===== src/rtl/sim_clk_ce_ratio.sv =====
// Rational clock-enable generator: one-cycle ce pulses at an average rate of mult/div of clk_in.
// Optional: define SIM_CLK_CE_STATS_EN to build the 32-bit ce_count pulse counter.
module sim_clk_ce_ratio #(
    parameter int WIDTH      = 16,
    parameter int DEF_MULT   = 3,
    parameter int DEF_DIV    = 5,
    parameter int SKIP_FIRST = 5
) (
    input  logic             clk_in,
    input  logic             rst_n,
    input  logic             en,
    input  logic             set_ratio,
    input  logic [WIDTH-1:0] mult_in,
    input  logic [WIDTH-1:0] div_in,
    output logic             ce,
    output logic             pending,
    output logic             err,
    output logic [31:0]      ce_count
);

    localparam int SKW = (SKIP_FIRST > 0) ? $clog2(SKIP_FIRST + 1) : 1;

    logic [WIDTH-1:0] mult_q;
    logic [WIDTH-1:0] div_q;
    logic [WIDTH-1:0] acc_q;
    logic [WIDTH-1:0] pend_mult_q;
    logic [WIDTH-1:0] pend_div_q;
    logic [SKW-1:0]   skip_q;

    logic [WIDTH:0]   sum;
    logic             hit;
    logic [WIDTH-1:0] acc_nxt;
    logic [SKW-1:0]   skip_nxt;
    logic             boundary;
    logic             load_ok;

    // Carry bit kept so mult close to 2**WIDTH never wraps the comparison.
    always_comb begin
        sum      = {1'b0, acc_q} + {1'b0, mult_q};
        hit      = 1'b0;
        acc_nxt  = '0;
        skip_nxt = skip_q;
        if (en) begin
            hit = (sum >= {1'b0, div_q});
            if (hit) begin
                acc_nxt = WIDTH'(sum - {1'b0, div_q});
            end else begin
                acc_nxt = sum[WIDTH-1:0];
            end
            if (hit && (skip_q != '0)) begin
                skip_nxt = skip_q - 1'b1;
            end
        end else begin
            skip_nxt = SKW'(SKIP_FIRST);
        end
        // A ratio may only change where the pattern restarts from acc = 0.
        boundary = !en || (acc_nxt == '0);
        load_ok  = set_ratio && (mult_in != '0) && (div_in != '0) && (mult_in <= div_in);
    end

    // NOTE: reset is synchronous, so it lives inside the clocked branch rather than the sensitivity list.
    always_ff @(posedge clk_in) begin
        if (!rst_n) begin
            mult_q      <= WIDTH'(DEF_MULT);
            div_q       <= WIDTH'(DEF_DIV);
            acc_q       <= '0;
            skip_q      <= SKW'(SKIP_FIRST);
            pend_mult_q <= '0;
            pend_div_q  <= '0;
            pending     <= 1'b0;
            err         <= 1'b0;
            ce          <= 1'b0;
        end else begin
            acc_q  <= acc_nxt;
            skip_q <= skip_nxt;
            ce     <= hit && (skip_q == '0);

            // The boundary consumes the old pending value; a same-cycle request then re-arms pending.
            if (boundary && pending) begin
                mult_q  <= pend_mult_q;
                div_q   <= pend_div_q;
                pending <= 1'b0;
            end
            if (load_ok) begin
                pend_mult_q <= mult_in;
                pend_div_q  <= div_in;
                pending     <= 1'b1;
                err         <= 1'b0;
            end else if (set_ratio) begin
                err <= 1'b1;
            end
        end
    end

`ifdef SIM_CLK_CE_STATS_EN
    logic [31:0] count_q;

    always_ff @(posedge clk_in) begin
        if (!rst_n) begin
            count_q <= '0;
        end else if (ce) begin
            count_q <= count_q + 32'd1;
        end
    end

    assign ce_count = count_q;
`else
    assign ce_count = '0;
`endif

    acc_in_range : assert property (@(posedge clk_in) disable iff (!rst_n) (acc_q < div_q));

endmodule


===== config.mk =====
export PLATFORM = sky130hd
export DESIGN_NAME = sim_clk_ce_ratio
export DESIGN_NICKNAME = d
export VERILOG_FILES = /design/src/rtl/sim_clk_ce_ratio.sv
export SDC_FILE = /design/constraint.sdc
export NUM_CORES = 1
export LEC_CHECK = 0
export CORE_MARGIN = 3
export CORE_UTILIZATION = 51
export CTS_BUF_LIST = sky130_fd_sc_hd__clkbuf_16
export DETAILED_ROUTE_END_ITERATION = 10
export PLACE_DENSITY = 0.76
export SYNTH_ARGS = -nofsm -noshare
export SYNTH_HDL_FRONTEND = slang
export SYNTH_SLANG_ARGS = --single-unit

===== constraint.sdc =====
create_clock -name clk_in -period 4.17 [get_ports clk_in]
set_input_delay 0.834 -clock clk_in [delete_from_list [all_inputs] [get_ports clk_in]]
set_output_delay 0.834 -clock clk_in [all_outputs]
set_load 0.01 [all_outputs]

==> results of run 1 <==
==> cell type report <==
type | instances | area, sq um | share of cell area, %
multi-input combinational | 517 | 3680 | 50.8
timing repair buffer | 132 | 1190 | 16.4
inverter | 44 | 165 | 2.28
clock buffer | 9 | 225 | 3.12
tap | 140 | 175 | 2.42
sequential | 86 | 1730 | 23.9
clock inverter | 7 | 73.8 | 1.02
==> power by group through the flow <==
stage | combinational, mW | clock (mW) | sequential, mW
after floorplan | 2.61 | 0 | 1.00
after global placement | 3.75 | 0 | 1.01
after detailed placement | 3.82 | 0 | 1.02
after CTS | 4.23 | 0.814 | 1.00
after global routing | 4.80 | 0.850 | 1.01
final | 4.36 | 0.806 | 1.00
==> layer usage <==
layer / track usage [%] / part of all wire (%) / up-vias
met4: 6.73 / 1.8 / 0
met3: 3.70 / 4.6 / 24
met5: 0 / 0 / -
met1: 30.2 / 44 / 2439
li1: - / - / 2493
met2: 42.2 / 50 / 133
==> through the flow <==
step | hold WS (ns) | utilization, % | worst slack, ns | cell area [sq um] | power (mW)
after floorplan | 0.430 | - | -0.119 | 5920 | 3.61
after global placement | 0.444 | 61.0 | -0.387 | 6640 | 4.77
after detailed placement | 0.447 | 61.0 | -0.479 | 6640 | 4.83
after CTS | 0.459 | 66.1 | -0.420 | 7200 | 6.05
after global routing | 0.480 | 66.4 | -0.692 | 7230 | 6.67
final | 0.454 | 66.4 | -0.461 | 7230 | 6.16
==> Yosys cell counts (3+ instances only) <==
cell,instances,area (sq um)
nor2_1,28,105
nor4_1,8,50.1
xnor2_1,16,140
o211ai_1,5,37.5
nor2b_1,45,282
and2_1,5,31.3
o31ai_1,3,22.5
nand2_1,93,349
mux2i_1,65,651
and3_1,3,18.8
a21o_1,9,67.6
buf_4,34,255
a31oi_1,3,18.8
a211oi_1,8,60.1
nor3_1,8,40.0
nand4_1,7,43.8
or3_1,4,25.0
nand3_1,8,40.0
ha_1,50,626
dlygate4sd1_1,4,35.0
o21ai_0,22,110
inv_1,44,165
clkbuf_1,11,41.3
o21a_1,7,52.6
a21oi_1,42,210
dlygate4sd3_1,3,30.0
xor2_1,10,87.6
buf_12,3,60.1
nand2b_1,10,62.6
dfxtp_1,86,1720
or4_1,5,37.5
==> worst max-delay path, stage by stage, from the launching register on <==
cell	delay [ns]
dfxtp_2	0.34
ha_4	0.14
inv_2	0.03
fa_2	0.34
nand2b_4	0.16
a21oi_4	0.15
o21ai_4	0.10
o211ai_1	0.20
o211ai_1	0.18
xnor2_2	0.19
ha_1	0.34
nand3_2	0.09
buf_4	0.14
buf_4	0.12
buf_4	0.12
buf_4	0.12
a2bb2oi_2	0.15
and2_4	0.15
or4_4	0.42
a311oi_2	0.24
and4_4	0.28
buf_12	0.12
buf_12	0.11
buf_16	0.14
mux2i_1	0.18
==> state kept, by name, summed over array words and instances, names as in the netlist <==
| register | cells |
|---|---|
| pend_mult_q | 16 |
| pend_div_q | 16 |
| div_q | 16 |
| pending | 1 |
| skip_q | 3 |
| mult_q | 16 |
| err | 1 |
| ce | 1 |
| acc_q | 16 |
==> cell families after synthesis <==
kind of cell,after synthesis,synth area share (%)
other,1,0.0657
AO/OA/AOI/OAI,114,12.5
buffers and inverters,101,10.7
flip-flops,86,30.2
XOR/XNOR,26,3.99
adder cells (fa/ha/maj),52,11.7
AND/OR/NAND/NOR,228,19.5
multiplexers,65,11.4
==> repair_timing <==
action / in CTS / in global routing
cloned: 3 / 0
hold buffers: 0 / 0
setup buffers: 10 / 4
pin swaps: 14 / 6
endpoints found under the hold margin: 0 / 0
resized for setup: 19 / 8
setup endpoints to repair: 33 / 37
==> worst min-delay path by stage <==
stage	startpoint	end	slack, ns	cells after the start
detailed placement	pend_mult_q[3]	mult_q[3]	0.45	2
CTS	div_q[11]	div_q[11]	0.46	2
global placement	div_q[4]	div_q[4]	0.44	2
floorplan	pend_mult_q[3]	mult_q[3]	0.43	2
global route	pend_mult_q[2]	mult_q[2]	0.48	2
finish	pend_mult_q[3]	mult_q[3]	0.45	2
==> metrics.csv, run 1 <==
stage,metric,value,unit
clock_network,cts_num_sinks,86,
critical_path,crit_path_end_kind,flop,
critical_path,rr_startpoint,acc_q[0],
drt,first_pass_iters,4,
logic_synthesis,synth_edf_count,0,
critical_path,worstReg2RegEnd,div_q[11],
logic_synthesis,syn-instance-count,673,
timing,rsz0062_at_grt,yes,
power,power.share.clock,13.1,%
timing,drv_slew,0,
worst_hold_path,hp-class,reg -> reg,
floorplanning,io-pin-count,71,
drt,wl_per_cell,15.7,microns
logic_synthesis,synth_ff_type,dfxtp_1,
power,p_switching,2.61,mW
grt,overflow,0,
drt,drt_iter0_drc,369,
critical_path,crit_type,reg -> reg,
finish,layout_common_cells,"nand2_1 (92), buf_4 (86), dfxtp_1 (82)",
finish,layout_commonest_cell,nand2_1,
logic_synthesis,synth_area_per_cell,8.48,sq um
power,powerDensity,853,nW/um^2
grt,antenna_found_initial,0,
timing,finalCriticalPeriod,4.63,ns
timing,period_share,111,%
clock_network,cts-htree-levels,3,
outcome,outcome,finished with violations,
critical_path,arrival,4.90,ns
drt,vias_per_cell,5.44,
grt,grt.total_usage,23.9,%
grt,grt_pass1_wl,24400,microns
critical_path,critPathLaunchType,flop,
logic_synthesis,synth-seq-cells,86,
finish,layout-drive-gt1-share,18.5,%
placed_design,numPortBuffers,38,
power,sw_frac_of_total,42.4,%
flow_run,drv_cap,0,
floorplanning,dieArea,12500,sq um
critical_path,reg2reg_depth,24,
outcome,violations,setup timing,
timing,setup-tns-final,-13.15,ns
drt,wirelength,14700,microns
clock_network,cts_buffer_depth,2,
clock_network,cts_buffers,9,
placed_design,dp_hpwl,11000,microns
drt,via_count,5089,
grt,grt_pass1_vias,5177,
power,pwr-share-comb,70.7,%
power,vdd_drop_max,0.00100,V
clock_network,cts_tree,done,
critical_path,cp.required,4.44,ns
logic_synthesis,ys_seq_area_share,30.2,%
floorplanning,core-area,10900,sq um
finish,area_growth,26.6,%
timing,slew-limit-headroom,42.7,%
timing,setup_slack,-0.461,ns
logic_synthesis,ys_types,50,
timing,skew,0.00458,ns
finish,finish.net_count,878,
critical_path,r2r_setup_slack,-0.46,ns
timing,worstMarginPinSlew,0.860,ns
floorplanning,rows,38,
floorplanning,die_h,112,microns
clock_network,cts_root_buffer,clkbuf_16,
logic_synthesis,ys_async_sr_fraction,0,%
power,internal_power,3.55,mW
timing,fmax,0.216,GHz
power,p_leak,3.16,nW
timing,setup_viol,32,
drt,postRouteAntennaNets,0,
clock_network,clk_pin_slew,0.06,ns
clock_network,clk-insertion-delay-late,0.34,ns
finish,fillers,872,
placed_design,placed_cells,904,
floorplanning,dieWidth,112,microns
floorplanning,start_util,52.4,%
critical_path,worstSetupStartpoint,acc_q[0],
critical_path,endpoint,div_q[11],
timing,hold_viol_final,0,
power,p_seq_share,16.2,%
logic_synthesis,syn-cell-area,5710,sq um
grt,grt_start_max_net_pins,102,
logic_synthesis,yosysWarnings,0,
finish,final_cells,935,
critical_path,crit_path_max_fanout,8,
finish,diodes,0,
drt,drc,0,
placed_design,place_congestion,0.945,
(Power assumes the default switching activity.)
==> inputs of run 2 (changes only) <==
Settings changed: HOLD_SLACK_MARGIN set to 0.12, RECOVER_POWER set to 50, REMOVE_ABC_BUFFERS set to 1.
==> run 2 against run 1 <==
The flow still finishes with violations (setup timing). Clock skew rose by 0.0038 ns. Final area up 6.4%. Final cell count is 2.9% higher. Fmax down 4.4%. Clock-buffer cell count is the same. Worst hold slack gained 0.0082 ns. Critical endpoint is now mult_q[4]. Largest cell class unchanged. Largest power group unchanged.
==> metrics.csv, run 2 (synthesized netlist as in run 1, its figures left out) <==
stage,metric,value,unit,change
finish,final_area,7690,sq um,was 7230 sq um
timing,fmax,0.207,GHz,was 0.216 GHz
finish,finish.net_count,906,,was 878
critical_path,cp.required,4.43,ns,was 4.44 ns
placed_design,pre_cts_slack,-0.664,ns,was -0.479 ns
finish,fin_util,70.6,%,was 66.4%
outcome,outcome,finished with violations,,unchanged
critical_path,critPathLaunchType,flop,,unchanged
clock_network,cts_num_sinks,86,,unchanged
drt,drt_iter0_drc,322,,was 369
drt,drc,0,,unchanged
critical_path,rr_startpoint,mult_q[0],,was acc_q[0]
floorplanning,dieArea,12500,sq um,unchanged
drt,postRouteAntennaNets,0,,unchanged
clock_network,hold_buffers,0,,unchanged
finish,layout-drive-gt1-share,26.2,%,was 18.5%
clock_network,cts_root_buffer,clkbuf_16,,unchanged
clock_network,cts_buffer_depth,2,,unchanged
grt,grt_pass1_wl,25900,microns,was 24400 microns
placed_design,dp_hpwl,10700,microns,was 11000 microns
floorplanning,io-pin-count,71,,unchanged
power,powerDensity,917,nW/um^2,was 853 nW/um^2
floorplanning,start_util,52.4,%,unchanged
critical_path,worstReg2RegEnd,mult_q[4],,was div_q[11]
critical_path,arrival,5.10,ns,was 4.90 ns
critical_path,path_buf_inv,6,,was 8
drt,via_count,5495,,was 5089
drt,wl_met1,7040,microns,was 6440 microns
worst_hold_path,hp-start,div_q[7],,was pend_mult_q[3]
floorplanning,die_h,112,microns,unchanged
finish,layout_common_cells,"buf_4 (108), nand2_1 (91), dfxtp_1 (79)",,"was nand2_1 (92), buf_4 (86), dfxtp_1 (82)"
timing,setup_slack,-0.672,ns,was -0.461 ns
outcome,violations,setup timing,,unchanged
timing,skew,0.00839,ns,was 0.00458 ns
grt,grt.total_usage,25.4,%,was 23.9%
grt,grt_start_max_net_pins,103,,was 102
grt,overflow,0,,unchanged
power,totalPowerFinal,7.05,mW,was 6.16 mW
critical_path,cpPeakStageDelay,0.40,ns,was 0.42 ns
drt,wirelength,18000,microns,was 14700 microns
flow_run,drv_cap,0,,unchanged
clock_network,cts_tree,done,,unchanged
drt,routed.top_layer,met4,,unchanged
finish,layout_commonest_cell,buf_4,,was nand2_1
critical_path,crit_path_end_kind,flop,,unchanged
timing,period_share,116,%,was 111%
placed_design,numPortBuffers,38,,unchanged
critical_path,r2r_setup_slack,-0.67,ns,was -0.46 ns
drt,wl_met2,8810,microns,was 7330 microns
clock_network,cts_buffers,9,,unchanged
timing,finalCriticalPeriod,4.84,ns,was 4.63 ns
power,p_leak,3.37,nW,was 3.16 nW
floorplanning,rows,38,,unchanged
timing,slew-limit-headroom,27.7,%,was 42.7%
critical_path,cp_slowest_cell,or3_4,,was or4_4
clock_network,clk_pin_slew,0.06,ns,about the same
timing,worstMarginPinSlew,1.08,ns,was 0.860 ns
critical_path,reg2reg_depth,22,,was 24
timing,setup_viol,34,,was 32
drt,vias_per_cell,5.71,,was 5.44
worst_hold_path,hp-class,reg -> reg,,unchanged
timing,drv_slew,0,,unchanged
timing,setup-tns-final,-19.92,ns,was -13.15 ns
clock_network,clk-insertion-delay-late,0.34,ns,about the same
finish,area_growth,34.7,%,was 26.6%
finish,final_cells,962,,was 935
drt,wl_met3,1180,microns,was 677 microns
finish,diodes,0,,unchanged
drt,first_pass_iters,5,,was 4
critical_path,crit_path_max_fanout,6,,was 8
worst_hold_path,worstHoldEndpoint,div_q[7],,was mult_q[3]
placed_design,placed_cells,910,,was 904
placed_design,placed_area,6600,sq um,was 6640 sq um
clock_network,cts-htree-levels,3,,unchanged
critical_path,cp_cell_sequence,ha_4 > inv_2 > fa_2 > nand2b_4 > a21oi_4 > o21ai_2 > o21ai_2 > xor2_2 > ha_1 > nand4_1 > buf_4 > inv_2 > a211oi_4 > a2bb2oi_2 > buf_4 > nand2_4 > or3_4 > a311oi_4 > and4_4 > buf_12 > buf_12 > mux2i_2,,was ha_4 > inv_2 > fa_2 > nand2b_4 > a21oi_4 > o21ai_4 > o211ai_1 > o211ai_1 > xnor2_2 > ha_1 > nand3_2 > buf_4 > buf_4 > buf_4 > buf_4 > a2bb2oi_2 > and2_4 > or4_4 > a311oi_2 > and4_4 > buf_12 > buf_12 > buf_16 > mux2i_1
floorplanning,dieWidth,112,microns,unchanged
timing,whs,0.462,ns,was 0.454 ns
critical_path,crit_type,reg -> reg,,unchanged
critical_path,cp_top_family,compound AO/OA/AOI/OAI gates,,was simple AND/OR/NAND/NOR gates
grt,antenna_found_initial,0,,unchanged
floorplanning,core-area,10900,sq um,unchanged
timing,hold_viol_final,0,,unchanged
timing,rsz0062_at_grt,yes,,unchanged
worst_hold_path,hold_depth,2,,unchanged
placed_design,place_congestion,0.900,,was 0.945
power,vdd_drop_max,0.000803,V,was 0.00100 V
drt,wl_per_cell,18.7,microns,was 15.7 microns
grt,grt_pass1_vias,5284,,was 5177
==> run 2: cell count changes in the layout (fill, tap and decap cells not counted), sizes merged <==
cell	delta
buf	+27
clkdlybuf4s50	-3
clkinv	-1
dlygate4sd3	+3
clkbuf	+1
==> run 2: metal layers <==
metal / vias up / track usage [%]
li1: 2530 / -
met1: 2592 / 31.5
met2: 275 / 44.0
met3: 98 / 4.35
met4: 0 / 9.81
met5: - / 0
==> run 2: layout make-up <==
cell class              count  area [sq um]
repair buffers            160          1420
flip-flops and latches     86          1730
clock inverters             6          65.1
multi-input cells         517          3910
inverters                  44           165
fillers                   761          3200
well taps                 140           175
clock buffers               9           225
==> run 2: report_power, final <==
part / leakage (nW) / internal (mW) / switching (mW)
combinational: 2.52 / 2.47 / 2.76
sequential: 0.702 / 0.949 / 0.0705
clock: 0.147 / 0.461 / 0.338
==> run 2: worst max-delay path by stage <==
stage                   start         end  slack (ns)  cells after the start
floorplan           mult_q[0]    div_q[0]       -1.38                     19
global placement    mult_q[0]   mult_q[0]       -0.50                     20
detailed placement  mult_q[0]  mult_q[12]       -0.66                     20
CTS                  acc_q[1]   mult_q[3]       -0.38                     22
global route        mult_q[0]   mult_q[4]       -0.77                     22
finish              mult_q[0]   mult_q[4]       -0.67                     22
==> run 2: worst min-delay path: cells and delay by family, from the launching register on <==
family	cells	cell delay, ns
and+or+nand+nor	1	0.05
DFF	1	0.31
muxes	1	0.05
==> run 2: timing repair <==
item | in CTS | in global routing
gates resized for setup | 58 | 51
gates cloned | 4 | 0
setup endpoints to repair | 33 | 37
buffers inserted | 27 | 7
pin swaps | 32 | 40
==> inputs of run 3 (changes only) <==
--- a/config.mk
+++ b/config.mk
@@ -7,3 +7,2 @@
 export LEC_CHECK = 0
-export CORE_MARGIN = 3
 export CORE_UTILIZATION = 51
==> constraint.sdc (replaced) <==
create_clock -name clk_in -period 4.17 [get_ports clk_in]
set_input_delay 0.6255 -clock clk_in [delete_from_list [all_inputs] [get_ports clk_in]]
set_output_delay 0.6255 -clock clk_in [all_outputs]
set_load 0.01 [all_outputs]
==> run 3 against run 2 <==
The flow still finishes with violations (setup timing). Routed wire length down 14%. First-iteration DRC count down 26%. Flip-flop and latch count unchanged. Clock power down 4.4%. Sequential power about the same. Total power down 10%. Non-clock buffer count down 8. Clock-buffer cell count unchanged. Global-route usage up 1.2 points. Clock skew up 0.0023 ns. Core utilization down 2.4 points. Die area down 7.0%. Critical path type unchanged. Critical endpoint is now div_q[9]. Highest routed layer unchanged.
==> metrics.csv, run 3 (synthesized netlist as in run 1, its figures left out) <==
stage,metric,value,unit,change
power,pwr-share-comb,72.0,%,was 74.2%
critical_path,critPathLaunchType,flop,,unchanged
placed_design,place_congestion,0.894,,was 0.900
power,powerDensity,854,nW/um^2,was 917 nW/um^2
grt,overflow,0,,unchanged
placed_design,dp_hpwl,10500,microns,was 10700 microns
drt,drt_iter0_drc,238,,was 322
drt,vias_per_cell,5.44,,was 5.71
critical_path,cp_slowest_cell,or4_4,,was or3_4
critical_path,crit_path_end_kind,flop,,unchanged
floorplanning,dieWidth,108,microns,was 112 microns
power,p_seq_share,15.9,%,was 14.5%
worst_hold_path,hp-class,reg -> reg,,unchanged
floorplanning,core-area,10900,sq um,unchanged
outcome,outcome,finished with violations,,unchanged
critical_path,arrival,4.95,ns,was 5.10 ns
floorplanning,start_util,52.4,%,unchanged
worst_hold_path,hp-start,div_q[6],,was div_q[7]
timing,setup-tns-final,-15.25,ns,was -19.92 ns
drt,via_count,5196,,was 5495
clock_network,cts_root_buffer,clkbuf_16,,unchanged
clock_network,clk_pin_slew,0.07,ns,was 0.06 ns
clock_network,cts_buffer_depth,2,,unchanged
clock_network,cts_buffers,9,,unchanged
placed_design,placed_cells,910,,unchanged
critical_path,cp.required,4.43,ns,about the same
placed_design,numPortBuffers,38,,unchanged
flow_run,drv_cap,0,,unchanged
timing,setup_slack,-0.514,ns,was -0.672 ns
clock_network,cts_num_sinks,86,,unchanged
outcome,violations,setup timing,,unchanged
timing,finalCriticalPeriod,4.68,ns,was 4.84 ns
floorplanning,dieArea,11600,sq um,was 12500 sq um
finish,finish.net_count,898,,was 906
timing,setup_viol,33,,was 34
timing,hold_viol_final,0,,unchanged
drt,postRouteAntennaNets,0,,unchanged
critical_path,reg2reg_depth,20,,was 22
timing,period_share,112,%,was 116%
clock_network,clk-insertion-delay-late,0.34,ns,about the same
floorplanning,io-pin-count,71,,unchanged
critical_path,r2r_setup_slack,-0.51,ns,was -0.67 ns
drt,first_pass_iters,5,,unchanged
floorplanning,rows,38,,unchanged
power,internal_power,3.59,mW,was 3.88 mW
grt,antenna_found_initial,0,,unchanged
finish,diodes,0,,unchanged
critical_path,crit_type,reg -> reg,,unchanged
critical_path,worstReg2RegEnd,div_q[9],,was mult_q[4]
grt,grt.total_usage,26.6,%,was 25.4%
drt,drc,0,,unchanged
power,p_leak,3.28,nW,was 3.37 nW
timing,worstMarginPinSlew,1.02,ns,was 1.08 ns
finish,layout_commonest_cell,buf_4,,unchanged
power,power.share.clock,12.1,%,was 11.3%
timing,rsz0062_at_grt,yes,,unchanged
timing,fmax,0.213,GHz,was 0.207 GHz
worst_hold_path,hold_depth,2,,unchanged
critical_path,rr_startpoint,acc_q[6],,was mult_q[0]
timing,drv_slew,0,,unchanged
placed_design,pre_cts_slack,-0.654,ns,was -0.664 ns
drt,wirelength,15400,microns,was 18000 microns
floorplanning,die_h,108,microns,was 112 microns
power,vdd_drop_max,0.000774,V,was 0.000803 V
finish,fin_util,68.2,%,was 70.6%
finish,layout-drive-gt1-share,22.0,%,was 26.2%
clock_network,cts-htree-levels,3,,unchanged
grt,grt_pass1_vias,5067,,was 5284
worst_hold_path,worstHoldEndpoint,div_q[6],,was div_q[7]
grt,grt_start_max_net_pins,103,,unchanged
critical_path,crit_path_max_fanout,11,,was 6
timing,skew,0.0107,ns,was 0.00839 ns
critical_path,cpPeakStageDelay,0.54,ns,was 0.40 ns
power,p_switching,2.75,mW,was 3.17 mW
timing,slew-limit-headroom,32.0,%,was 27.7%
finish,final_cells,955,,was 962
drt,wl_per_cell,16.1,microns,was 18.7 microns
finish,area_growth,30.1,%,was 34.7%
finish,layout_common_cells,"buf_4 (103), nand2_1 (93), dfxtp_1 (82)",,"was buf_4 (108), nand2_1 (91), dfxtp_1 (79)"
clock_network,cts_tree,done,,unchanged
critical_path,cp_cell_sequence,ha_1 > a21o_1 > a211oi_2 > a21oi_2 > o21a_1 > nor2_2 > xnor2_2 > ha_1 > nand4_1 > or3_4 > a21oi_2 > a211oi_2 > a2bb2oi_2 > and2_4 > or4_4 > a311oi_4 > and4_4 > buf_12 > buf_12 > mux2i_1,,was ha_4 > inv_2 > fa_2 > nand2b_4 > a21oi_4 > o21ai_2 > o21ai_2 > xor2_2 > ha_1 > nand4_1 > buf_4 > inv_2 > a211oi_4 > a2bb2oi_2 > buf_4 > nand2_4 > or3_4 > a311oi_4 > and4_4 > buf_12 > buf_12 > mux2i_2
grt,grt_pass1_wl,23900,microns,was 25900 microns
power,sw_frac_of_total,43.3,%,was 44.9%
[run 3: cell type report]
type	count	area, sq um
clock buffers	9	225
inverters	44	165
repair buffers	152	1340
clock inverters	7	57.6
multi-input cells	517	3740
flip-flops and latches	86	1730
well taps	140	175
fillers	804	3460
[run 3: critical path: cells and delay by family (launching register included)]
kind	cells	cell delay [ns]
and+or+nand+nor	6	1.62
AOI/OAI and AO/OA	8	1.45
adders and majority gates	2	0.64
DFF	1	0.32
buffers and inverters	2	0.27
muxes	1	0.21
xor gates and xnor gates	1	0.08
[run 3: repair_timing]
item | in CTS | in global routing
buffers inserted | 19 | 8
resized for setup | 42 | 20
cloned | 2 | 1
pin swaps | 24 | 17
hold buffers | 0 | 0
endpoints found under the setup margin | 33 | 33
[run 3: worst max path at each step]
stage              start        end  slack, ns  depth (start not counted)
2_1_floorplan  mult_q[0]   div_q[0]      -1.38                         19
4_1_cts        mult_q[0]  div_q[13]      -0.40                         20
6_report        acc_q[6]   div_q[9]      -0.51                         20
3_3_place_gp   mult_q[0]  mult_q[0]      -0.53                         20
3_5_place_dp   mult_q[0]  div_q[15]      -0.65                         20
5_1_grt         acc_q[6]   div_q[9]      -0.74                         20
[run 3: power groups by stage]
| stage | Clock, mW | Combinational (mW) | Sequential [mW] |
|---|---|---|---|
| 6_report | 0.764 | 4.57 | 1.01 |
| 5_1_grt | 0.808 | 4.96 | 1.02 |
| 4_1_cts | 0.769 | 4.26 | 1.00 |
| 3_5_place_dp | 0 | 3.82 | 1.02 |
| 3_3_place_gp | 0 | 3.77 | 1.01 |
| 2_1_floorplan | 0 | 2.27 | 0.998 |
[run 3: stage by stage]
step | area (sq um) | power (mW) | hold slack (ns)
6_report | 7430 | 6.34 | 0.459
5_1_grt | 7430 | 6.78 | 0.482
4_1_cts | 7260 | 6.04 | 0.460
3_5_place_dp | 6600 | 4.84 | 0.450
3_3_place_gp | 6600 | 4.78 | 0.443
2_1_floorplan | 5380 | 3.26 | 0.435
[run 3: layer usage]
layer	part of all wire [%]	up-vias	global-route usage, %
met5	0	-	0
met4	3.2	0	15.3
met3	4.3	40	3.45
met2	50	178	44.8
met1	43	2459	32.5
li1	-	2519	-
